File: config.mk
export PLATFORM = sky130hd
export DESIGN_NAME = control_seq
export DESIGN_NICKNAME = d
export VERILOG_FILES = /design/src/rtl/control_seq.sv
export SDC_FILE = /design/constraint.sdc
export NUM_CORES = 1
export LEC_CHECK = 0
export CORE_ASPECT_RATIO = 0.9
export CORE_MARGIN = 1.5
export CORE_UTILIZATION = 40
export CTS_BUF_LIST = sky130_fd_sc_hd__clkbuf_16
export DETAILED_ROUTE_END_ITERATION = 8
export GPL_TIMING_DRIVEN = 1
export PLACE_DENSITY = 0.76
export SYNTH_ARGS = -nofsm -noshare
export SYNTH_HDL_FRONTEND = slang
export SYNTH_SLANG_ARGS = --single-unit
File: constraint.sdc
create_clock -name clk -period 1.4 [get_ports clk]
set_clock_uncertainty 0.05 [all_clocks]
set_input_delay 0.21 -clock clk [delete_from_list [all_inputs] [get_ports clk]]
set_output_delay 0.21 -clock clk [all_outputs]
set_load 0.01 [all_outputs]
File: src/rtl/control_seq.sv
// control_seq -- multi-cycle, bit-sliced control sequencer for the tiny RV32 core.
//
// Accepts one instruction per valid/ready handshake, decodes it into registered
// datapath controls, walks the ALU through NSLICE = XLEN/SLICE_W narrow slices
// while AND-accumulating the per-slice zero flag, then either writes back to
// the register file or resolves a BEQ/BNE branch.
//
// Handshake: an instruction transfers on a rising edge where instr_valid and
// instr_ready are both high. instr_ready is high only in IDLE. instr is
// captured on that edge and never looked at again until the next transfer.
//
// Ports:
//   clk, rst      clock; asynchronous active-high reset
//   instr_valid   fetch presents an instruction
//   instr_ready   sequencer can accept (IDLE only)
//   instr         32-bit instruction word
//   slice_zero    ALU result of the current slice is all-zero
//   alu_op        000 ADD, 001 SUB, 010 AND, 011 OR, 100 XOR
//   alu_src_imm   operand B comes from the immediate
//   rs1_zero      force operand A to zero (LUI)
//   slice_en      ALU/regfile slice active this cycle
//   slice_idx     current slice, 0 = least significant
//   carry_init    carry-in for slice 0 (SUB only)
//   reg_we        one-cycle write-back strobe
//   branch_taken  one-cycle pulse: load PC with branch target
//   pc_inc        one-cycle pulse: PC += 4
//   done          one-cycle pulse: instruction retired
//   illegal       one-cycle pulse with done for an unsupported encoding
//   state_dbg     current FSM state, for observation only

module control_seq #(
  parameter int XLEN    = 32,
  parameter int SLICE_W = 8,
  localparam int NSLICE = XLEN / SLICE_W,
  localparam int CW     = (NSLICE > 1) ? $clog2(NSLICE) : 1
) (
  input  logic          clk,
  input  logic          rst,
  input  logic          instr_valid,
  output logic          instr_ready,
  input  logic [31:0]   instr,
  input  logic          slice_zero,
  output logic [2:0]    alu_op,
  output logic          alu_src_imm,
  output logic          rs1_zero,
  output logic          slice_en,
  output logic [CW-1:0] slice_idx,
  output logic          carry_init,
  output logic          reg_we,
  output logic          branch_taken,
  output logic          pc_inc,
  output logic          done,
  output logic          illegal,
  output logic [2:0]    state_dbg
);

  typedef enum logic [2:0] {
    S_IDLE   = 3'd0,
    S_DECODE = 3'd1,
    S_EXEC   = 3'd2,
    S_WB     = 3'd3,
    S_TRAP   = 3'd4
  } state_t;

  localparam logic [2:0] OP_ADD = 3'b000;
  localparam logic [2:0] OP_SUB = 3'b001;
  localparam logic [2:0] OP_AND = 3'b010;
  localparam logic [2:0] OP_OR  = 3'b011;
  localparam logic [2:0] OP_XOR = 3'b100;

  localparam logic [6:0] OPC_OPIMM  = 7'b0010011;
  localparam logic [6:0] OPC_OP     = 7'b0110011;
  localparam logic [6:0] OPC_LUI    = 7'b0110111;
  localparam logic [6:0] OPC_BRANCH = 7'b1100011;

  localparam logic [CW-1:0] LAST_SLICE = CW'(NSLICE - 1);

  // Only the fields that drive decode are latched; register numbers and
  // immediates are routed to the datapath elsewhere.
  state_t          state_q, state_d;
  logic [6:0]      opcode_q, opcode_d;
  logic [2:0]      funct3_q, funct3_d;
  logic [6:0]      funct7_q, funct7_d;
  logic [CW-1:0]   counter_q, counter_d;
  logic            zero_acc_q, zero_acc_d;
  logic [2:0]      alu_op_q, alu_op_d;
  logic            alu_src_imm_q, alu_src_imm_d;
  logic            rs1_zero_q, rs1_zero_d;
  logic            is_branch_q, is_branch_d;
  logic            is_bne_q, is_bne_d;

  logic unused_instr;
  assign unused_instr = ^{instr[24:15], instr[11:7]};

  // Decoder over the latched fields only.
  logic       dec_legal;
  logic [2:0] dec_op;
  logic       dec_imm;
  logic       dec_rs1z;
  logic       dec_branch;
  logic       dec_bne;

  always_comb begin
    dec_legal  = 1'b0;
    dec_op     = OP_ADD;
    dec_imm    = 1'b0;
    dec_rs1z   = 1'b0;
    dec_branch = 1'b0;
    dec_bne    = 1'b0;
    case (opcode_q)
      OPC_OPIMM: begin
        dec_imm = 1'b1;
        case (funct3_q)
          3'b000:  begin dec_legal = 1'b1; dec_op = OP_ADD; end
          3'b111:  begin dec_legal = 1'b1; dec_op = OP_AND; end
          3'b110:  begin dec_legal = 1'b1; dec_op = OP_OR;  end
          3'b100:  begin dec_legal = 1'b1; dec_op = OP_XOR; end
          default: dec_legal = 1'b0;
        endcase
      end
      OPC_OP: begin
        if (funct7_q == 7'b0000000) begin
          case (funct3_q)
            3'b000:  begin dec_legal = 1'b1; dec_op = OP_ADD; end
            3'b111:  begin dec_legal = 1'b1; dec_op = OP_AND; end
            3'b110:  begin dec_legal = 1'b1; dec_op = OP_OR;  end
            3'b100:  begin dec_legal = 1'b1; dec_op = OP_XOR; end
            default: dec_legal = 1'b0;
          endcase
        end else if (funct7_q == 7'b0100000 && funct3_q == 3'b000) begin
          dec_legal = 1'b1;
          dec_op    = OP_SUB;
        end
      end
      OPC_LUI: begin
        dec_legal = 1'b1;
        dec_op    = OP_ADD;
        dec_imm   = 1'b1;
        dec_rs1z  = 1'b1;
      end
      OPC_BRANCH: begin
        if (funct3_q == 3'b000 || funct3_q == 3'b001) begin
          dec_legal  = 1'b1;
          dec_op     = OP_SUB;
          dec_branch = 1'b1;
          dec_bne    = funct3_q[0];
        end
      end
      default: dec_legal = 1'b0;
    endcase
  end

  // Next-state and state-derived outputs.
  always_comb begin
    state_d       = state_q;
    opcode_d      = opcode_q;
    funct3_d      = funct3_q;
    funct7_d      = funct7_q;
    counter_d     = counter_q;
    zero_acc_d    = zero_acc_q;
    alu_op_d      = alu_op_q;
    alu_src_imm_d = alu_src_imm_q;
    rs1_zero_d    = rs1_zero_q;
    is_branch_d   = is_branch_q;
    is_bne_d      = is_bne_q;

    instr_ready   = 1'b0;
    slice_en      = 1'b0;
    carry_init    = 1'b0;
    reg_we        = 1'b0;
    branch_taken  = 1'b0;
    pc_inc        = 1'b0;
    done          = 1'b0;
    illegal       = 1'b0;

    case (state_q)
      S_IDLE: begin
        instr_ready = 1'b1;
        if (instr_valid) begin
          opcode_d = instr[6:0];
          funct3_d = instr[14:12];
          funct7_d = instr[31:25];
          state_d  = S_DECODE;
        end
      end
      S_DECODE: begin
        // Illegal encodings leave the controls at a neutral ADD setting.
        alu_op_d      = dec_legal ? dec_op : OP_ADD;
        alu_src_imm_d = dec_legal & dec_imm;
        rs1_zero_d    = dec_legal & dec_rs1z;
        is_branch_d   = dec_legal & dec_branch;
        is_bne_d      = dec_legal & dec_bne;
        zero_acc_d    = 1'b1;
        counter_d     = '0;
        state_d       = dec_legal ? S_EXEC : S_TRAP;
      end
      S_EXEC: begin
        slice_en   = 1'b1;
        carry_init = (alu_op_q == OP_SUB) && (counter_q == '0);
        zero_acc_d = zero_acc_q & slice_zero;
        if (counter_q == LAST_SLICE) begin
          counter_d = '0;
          state_d   = S_WB;
        end else begin
          counter_d = counter_q + 1'b1;
        end
      end
      S_WB: begin
        done = 1'b1;
        if (is_branch_q) begin
          // BEQ takes on zero difference, BNE on non-zero.
          branch_taken = is_bne_q ^ zero_acc_q;
          pc_inc       = ~(is_bne_q ^ zero_acc_q);
        end else begin
          reg_we = 1'b1;
          pc_inc = 1'b1;
        end
        state_d = S_IDLE;
      end
      S_TRAP: begin
        done    = 1'b1;
        illegal = 1'b1;
        state_d = S_IDLE;
      end
      default: state_d = S_IDLE;
    endcase
  end

  always_ff @(posedge clk or posedge rst) begin
    if (rst) begin
      state_q       <= S_IDLE;
      opcode_q      <= '0;
      funct3_q      <= '0;
      funct7_q      <= '0;
      counter_q     <= '0;
      zero_acc_q    <= 1'b1;
      alu_op_q      <= OP_ADD;
      alu_src_imm_q <= 1'b0;
      rs1_zero_q    <= 1'b0;
      is_branch_q   <= 1'b0;
      is_bne_q      <= 1'b0;
    end else begin
      state_q       <= state_d;
      opcode_q      <= opcode_d;
      funct3_q      <= funct3_d;
      funct7_q      <= funct7_d;
      counter_q     <= counter_d;
      zero_acc_q    <= zero_acc_d;
      alu_op_q      <= alu_op_d;
      alu_src_imm_q <= alu_src_imm_d;
      rs1_zero_q    <= rs1_zero_d;
      is_branch_q   <= is_branch_d;
      is_bne_q      <= is_bne_d;
    end
  end

  assign alu_op      = alu_op_q;
  assign alu_src_imm = alu_src_imm_q;
  assign rs1_zero    = rs1_zero_q;
  assign slice_idx   = counter_q;
  assign state_dbg   = state_q;

endmodule

# Yosys cells after proc, flatten, opt, wreduce, memory -nomap -nowiden
# Cells that the tools add are included.
# classes
n_addsub,1
eq_ne,17
n_mux,34
n_bitwise,7
n_reduce_logical,13
# op_table
operator,n
$pmux 3 s3,3
$mux 1,22
$eq 7x6->1 const B,3
$mux 3,5
$eq 3x3->1 const B,4
$eq 3x1->1 const B,3
$eq 7x5->1 const B,1
$eq 7x7->1 const B,1
$logic_not 7->1,1
$eq 3x2->1 const B,2
$logic_not 3->1,2
$and 1x1->1,5
$ne 2x2->1 const B,2
$pmux 1 s4,1
$pmux 2 s2,1
$reduce_and 2->1,2
$reduce_or 2->1,2
$reduce_or 4->1,1
$add 2x1->2 const B,1
$eq 2x2->1 const B,1
$logic_and 1x1->1,2
$logic_not 2->1,1
$mux 2,1
$pmux 1 s2,1
4 further kinds,4
# totals
regBits,30
in_bits,36
output_inout_bits,18

# Depth between registers and ports, before layout
# depth
ltp_word,7
mapped_depth,7
mapped_depth_nobuf,5

# Worst setup path before layout
# No wires, ideal clock.
# synth_path
path_type,register -> register
from,"reg state_q[0], in the netlist state_dbg[0]"
to,reg funct3_q[2]
setup_time_ps,125
t_arrival_ps,1558
setup_slack_ps,-333
stages_incl_launch_ff,7
n_path_buf,3
period_less_slack_ps,1733
path_cell_list,dfrtp_1 buf_2 nor3_2 and2_4 buf_8 buf_8 mux2_4
# synth_between
elab_chain_len,2
# synth_lines
element,line_no,text
start: declaration,80,"state_t state_q, state_d;"
start signal: assignment,243,state_q <= state_d;
$logic_not 3->1,176,case (state_q)
$reduce_and 2->1 (no line),-,
end signal: assignment,245,funct3_q <= funct3_d;
end: declaration,82,"logic [2:0] funct3_q, funct3_d;"
# No other way between the ends.
# A chain may end at the register's enable or synchronous reset.

# Final worst setup path
# layout_path
from,"reg state_q[2], in the netlist state_dbg[2]"
to,out branch_taken
# layout_between
elab_chain_len,2
# layout_lines
element,line_no,text
$eq 3x2->1,176,
$mux 1,176,
end: declaration,50,"output logic branch_taken,"
# No other way between the ends.

==> flow_summary.toml <==
[status]
status = "finished with violations"
violations = "setup timing"

[placement]
dp.cells = 236
portBuffers = 38
gp_congestion = 0.957
place_hpwl_mm = 2.62

[synthesis]
synth-edff-count = 0
syn_avg_cell_area_um2 = 11.2
yosysSeqAreaShare_pct = 50.4
synthDistinctLibCells = 39
yosysTopAreaCellShare_pct = 48.6
yosys-top-cells-count = "29 x dfrtp_1, 17 x nand2_1, 10 x nor2_1, 9 x mux2_2, 7 x o21ai_0"
ys_seq_elements = 30
syn_area_mm2 = 0.00149
yosysTopAreaCell = "dfrtp_1"
yosysMostFrequentCell = "dfrtp_1"
ys_warn_count = 0
synthAdderAreaFrac_pct = 1.68
synth_compound_area_share_pct = 12.5
synth_mux_area_share_pct = 13.5
synth_cells = 133
synth_top_family_by_area = "simple AND/OR/NAND/NOR gates"
synthFlopType = "dfrtp_1"
synth_nets = 171
synthTopCellsByArea = "dfrtp_1 49%, mux2_2 6.8%, mux2_4 6.0%"
synthXorXnorAreaFrac_pct = 0.587
synthArstFlopShare_pct = 100
yosys.area_share.simple_pct = 17.5

[routing]
firstDrtPassIters = 4
vias = 1376
drtIter0Drc = 52
viasPerCell = 5.31
routed_wl_mm = 4.00
routedWlPerCell_um = 15.5
ant_nets = 0
drcViolationCount = 0

[sta]
max_slew_margin_pct = 75.3
post-route-min-period_ps = 1640
fin_setup_tns_ps = -5310
slew_violations = 0
finalSetupViolCount = 30
max_freq_ghz = 0.611
rsz0062_at_grt = "yes"
worst_pin_slew_ps = 368
setup_slack_ps = -236
hold_viol_final = 0
fin_crit_sh_pct = 117

[clock_network]
clk_latency_ps = 270
htree_num_levels = 2
clk_pin_slew_worst_paths_ps = 50
cts_tree = "yes"
clock_sinks = 30
cts_root_buf = "clkbuf_16"
clockBufferDepth = 2
numCtsBuffers = 5
hold_buffers = 0

[pwr]
power_switching_mw = 1.43
p_clk_share_pct = 23.7
power_density_mw_per_mm2 = 1700
pwr-share-comb_pct = 41.4
seqPwrFrac_pct = 34.9
p_leak_nw = 1.17
p_int_mw = 2.75
swShare_pct = 34.3
irDropWorstVdd_uv = 1060

[worst_setup_path]
crit_type = "flip-flop to primary output"
cp.buffers_inverters = 3
cp_data_required_time_ps = 1140
crit_chain = "nand3b_1 > buf_4 > buf_6 > nor2_1 > buf_2"
crit_arrival_ps = 1380
slowest_delay_ps = 430
cp_max_fo = 4
crit_family = "flip-flops"
cp-start-kind = "flip-flop"
cpMaxStageDelayCell = "dfrtp_2"
end_kind = "primary output"

[finish]
instances_no_fill = 259
fillers = 246
antenna_cells = 0
synthToLayoutAreaGrowth_pct = 64.9
drive_gt1_share_pct = 46.0
layout.nets = 252

[die]
rows = 20
ios = 54
dieArea_mm2 = 0.00411
core_mm2 = 0.00348
die_y_um = 61.0
die_w_um = 67.4
initial_core_util_pct = 42.9

[global_routing]
grt_use_total_pct = 22.0
overflow = 0
grt_pass1_vias = 1411
grt_first_pass_wirelength_mm = 6.43
grt_max_degree = 31
antenna_found_initial = 0

[run]
cap_violations = 0

[worst_hold_path]
min_path_type = "primary input to asynchronous set/reset pin"
[worst reg2reg max path, cell delays in order, from the launching register on]
cell,delay [ps]
dfrtp_2,430
buf_4,170
nor3_4,270
and2_4,280
mux2_4,310
[metal layers]
metal | track usage, % | up-vias | part of all wire (%)
met1 | 23.8 | 679 | 40
met2 | 39.9 | 48 | 53
met3 | 5.38 | 10 | 5.0
li1 | - | 639 | -
met4 | 12.0 | 0 | 2.5
met5 | 0 | - | 0
[worst paths after layout]
kind / cells after the start / slack, ps / from / to
min in group clk: 2 / 450 / rs1_zero / rs1_zero
setup / recovery: 5 / -240 / state_dbg[2] / branch_taken
hold / removal: 3 / 240 / rst / funct7_q[4]
setup reg to reg: 4 / -230 / state_dbg[2] / funct7_q[1]
hold reg to reg: 2 / 450 / rs1_zero / rs1_zero
max in group asynchronous: 3 / 820 / rst / zero_acc_q
[power by group through the flow]
| stage | clock [mW] | combinational, mW | sequential [mW] |
|---|---|---|---|
| 2_1_floorplan | 0 | 0.846 | 1.40 |
| 3_3_place_gp | 0 | 1.42 | 1.39 |
| 3_5_place_dp | 0 | 1.47 | 1.41 |
| 4_1_cts | 1.02 | 1.62 | 1.41 |
| 5_1_grt | 1.05 | 1.87 | 1.49 |
| 6_report | 0.989 | 1.73 | 1.46 |
[sequential cells by signal, summed over array words and instances, names as in the netlist]
signal,flops
alu_op,3
alu_src_imm,1
funct3_q,3
funct7_q,7
is_bne_q,1
is_branch_q,1
opcode_q,7
rs1_zero,1
slice_idx,2
state_dbg,3
zero_acc_q,1
[metrics by stage]
stage          worst slack [ps]  util, %  instance area, um^2  total power [mW]  hold slack [ps]
2_1_floorplan              -200        -                 1510              2.25              250
3_3_place_gp               -221     60.4                 2100              2.80              435
3_5_place_dp               -315     60.4                 2100              2.88              449
4_1_cts                    -228     67.8                 2360              4.05              250
5_1_grt                    -279     70.8                 2460              4.41              285
6_report                   -236     70.8                 2460              4.18              237
[kinds of logic (layout without fill, tap and decap cells)]
group | Yosys count | count (layout)
buffers and inverters | 9 | 89
flip-flops | 30 | 30
multiplexers | 16 | 16
AND/OR/NAND/NOR | 50 | 52
AO/OA/AOI/OAI | 25 | 25
XOR/XNOR | 1 | 1
adder cells (fa/ha/maj) | 2 | 2
[repair_timing]
action / 4_1_cts / 5_1_grt
pin swaps: 11 / 10
resized for setup: 64 / 18
setup buffers: 10 / 3
cloned: 2 / 0
setup endpoints to repair: 41 / 37
[area by class of cell]
class	instances	area (um^2)	area share (%)
Inverter	6	25.0	1.02
Clock inverter	3	13.8	0.559
Sequential cell	30	754	30.7
Clock buffer	5	125	5.08
Multi-Input combinational cell	96	843	34.3
Timing Repair Buffer	75	644	26.2
Tap cell	44	55.1	2.24
[layout by cell type (no fill, tap or decap), types with 2 or more instances in the layout]
cell,synthesis,final
a21oi_1,4,2
a21oi_2,0,2
and2_4,1,4
buf_2,1,7
buf_4,0,31
buf_6,0,6
clkbuf_16,0,5
clkdlybuf4s50_1,0,20
clkinv_2,0,2
dfrtp_1,29,27
dfrtp_2,0,2
dlygate4sd2_1,0,9
ha_1,2,2
inv_1,6,6
mux2_2,9,6
mux2_4,6,9
nand2_1,17,14
nand2_2,1,3
nand2b_1,3,3
nand3_1,4,3
nand3b_1,2,2
nor2_1,10,6
nor2_2,0,3
nor3_1,2,2
o21ai_0,7,5
o21ai_1,2,3
o31ai_2,1,2
No activity file was read; power rests on OpenSTA's default activity.
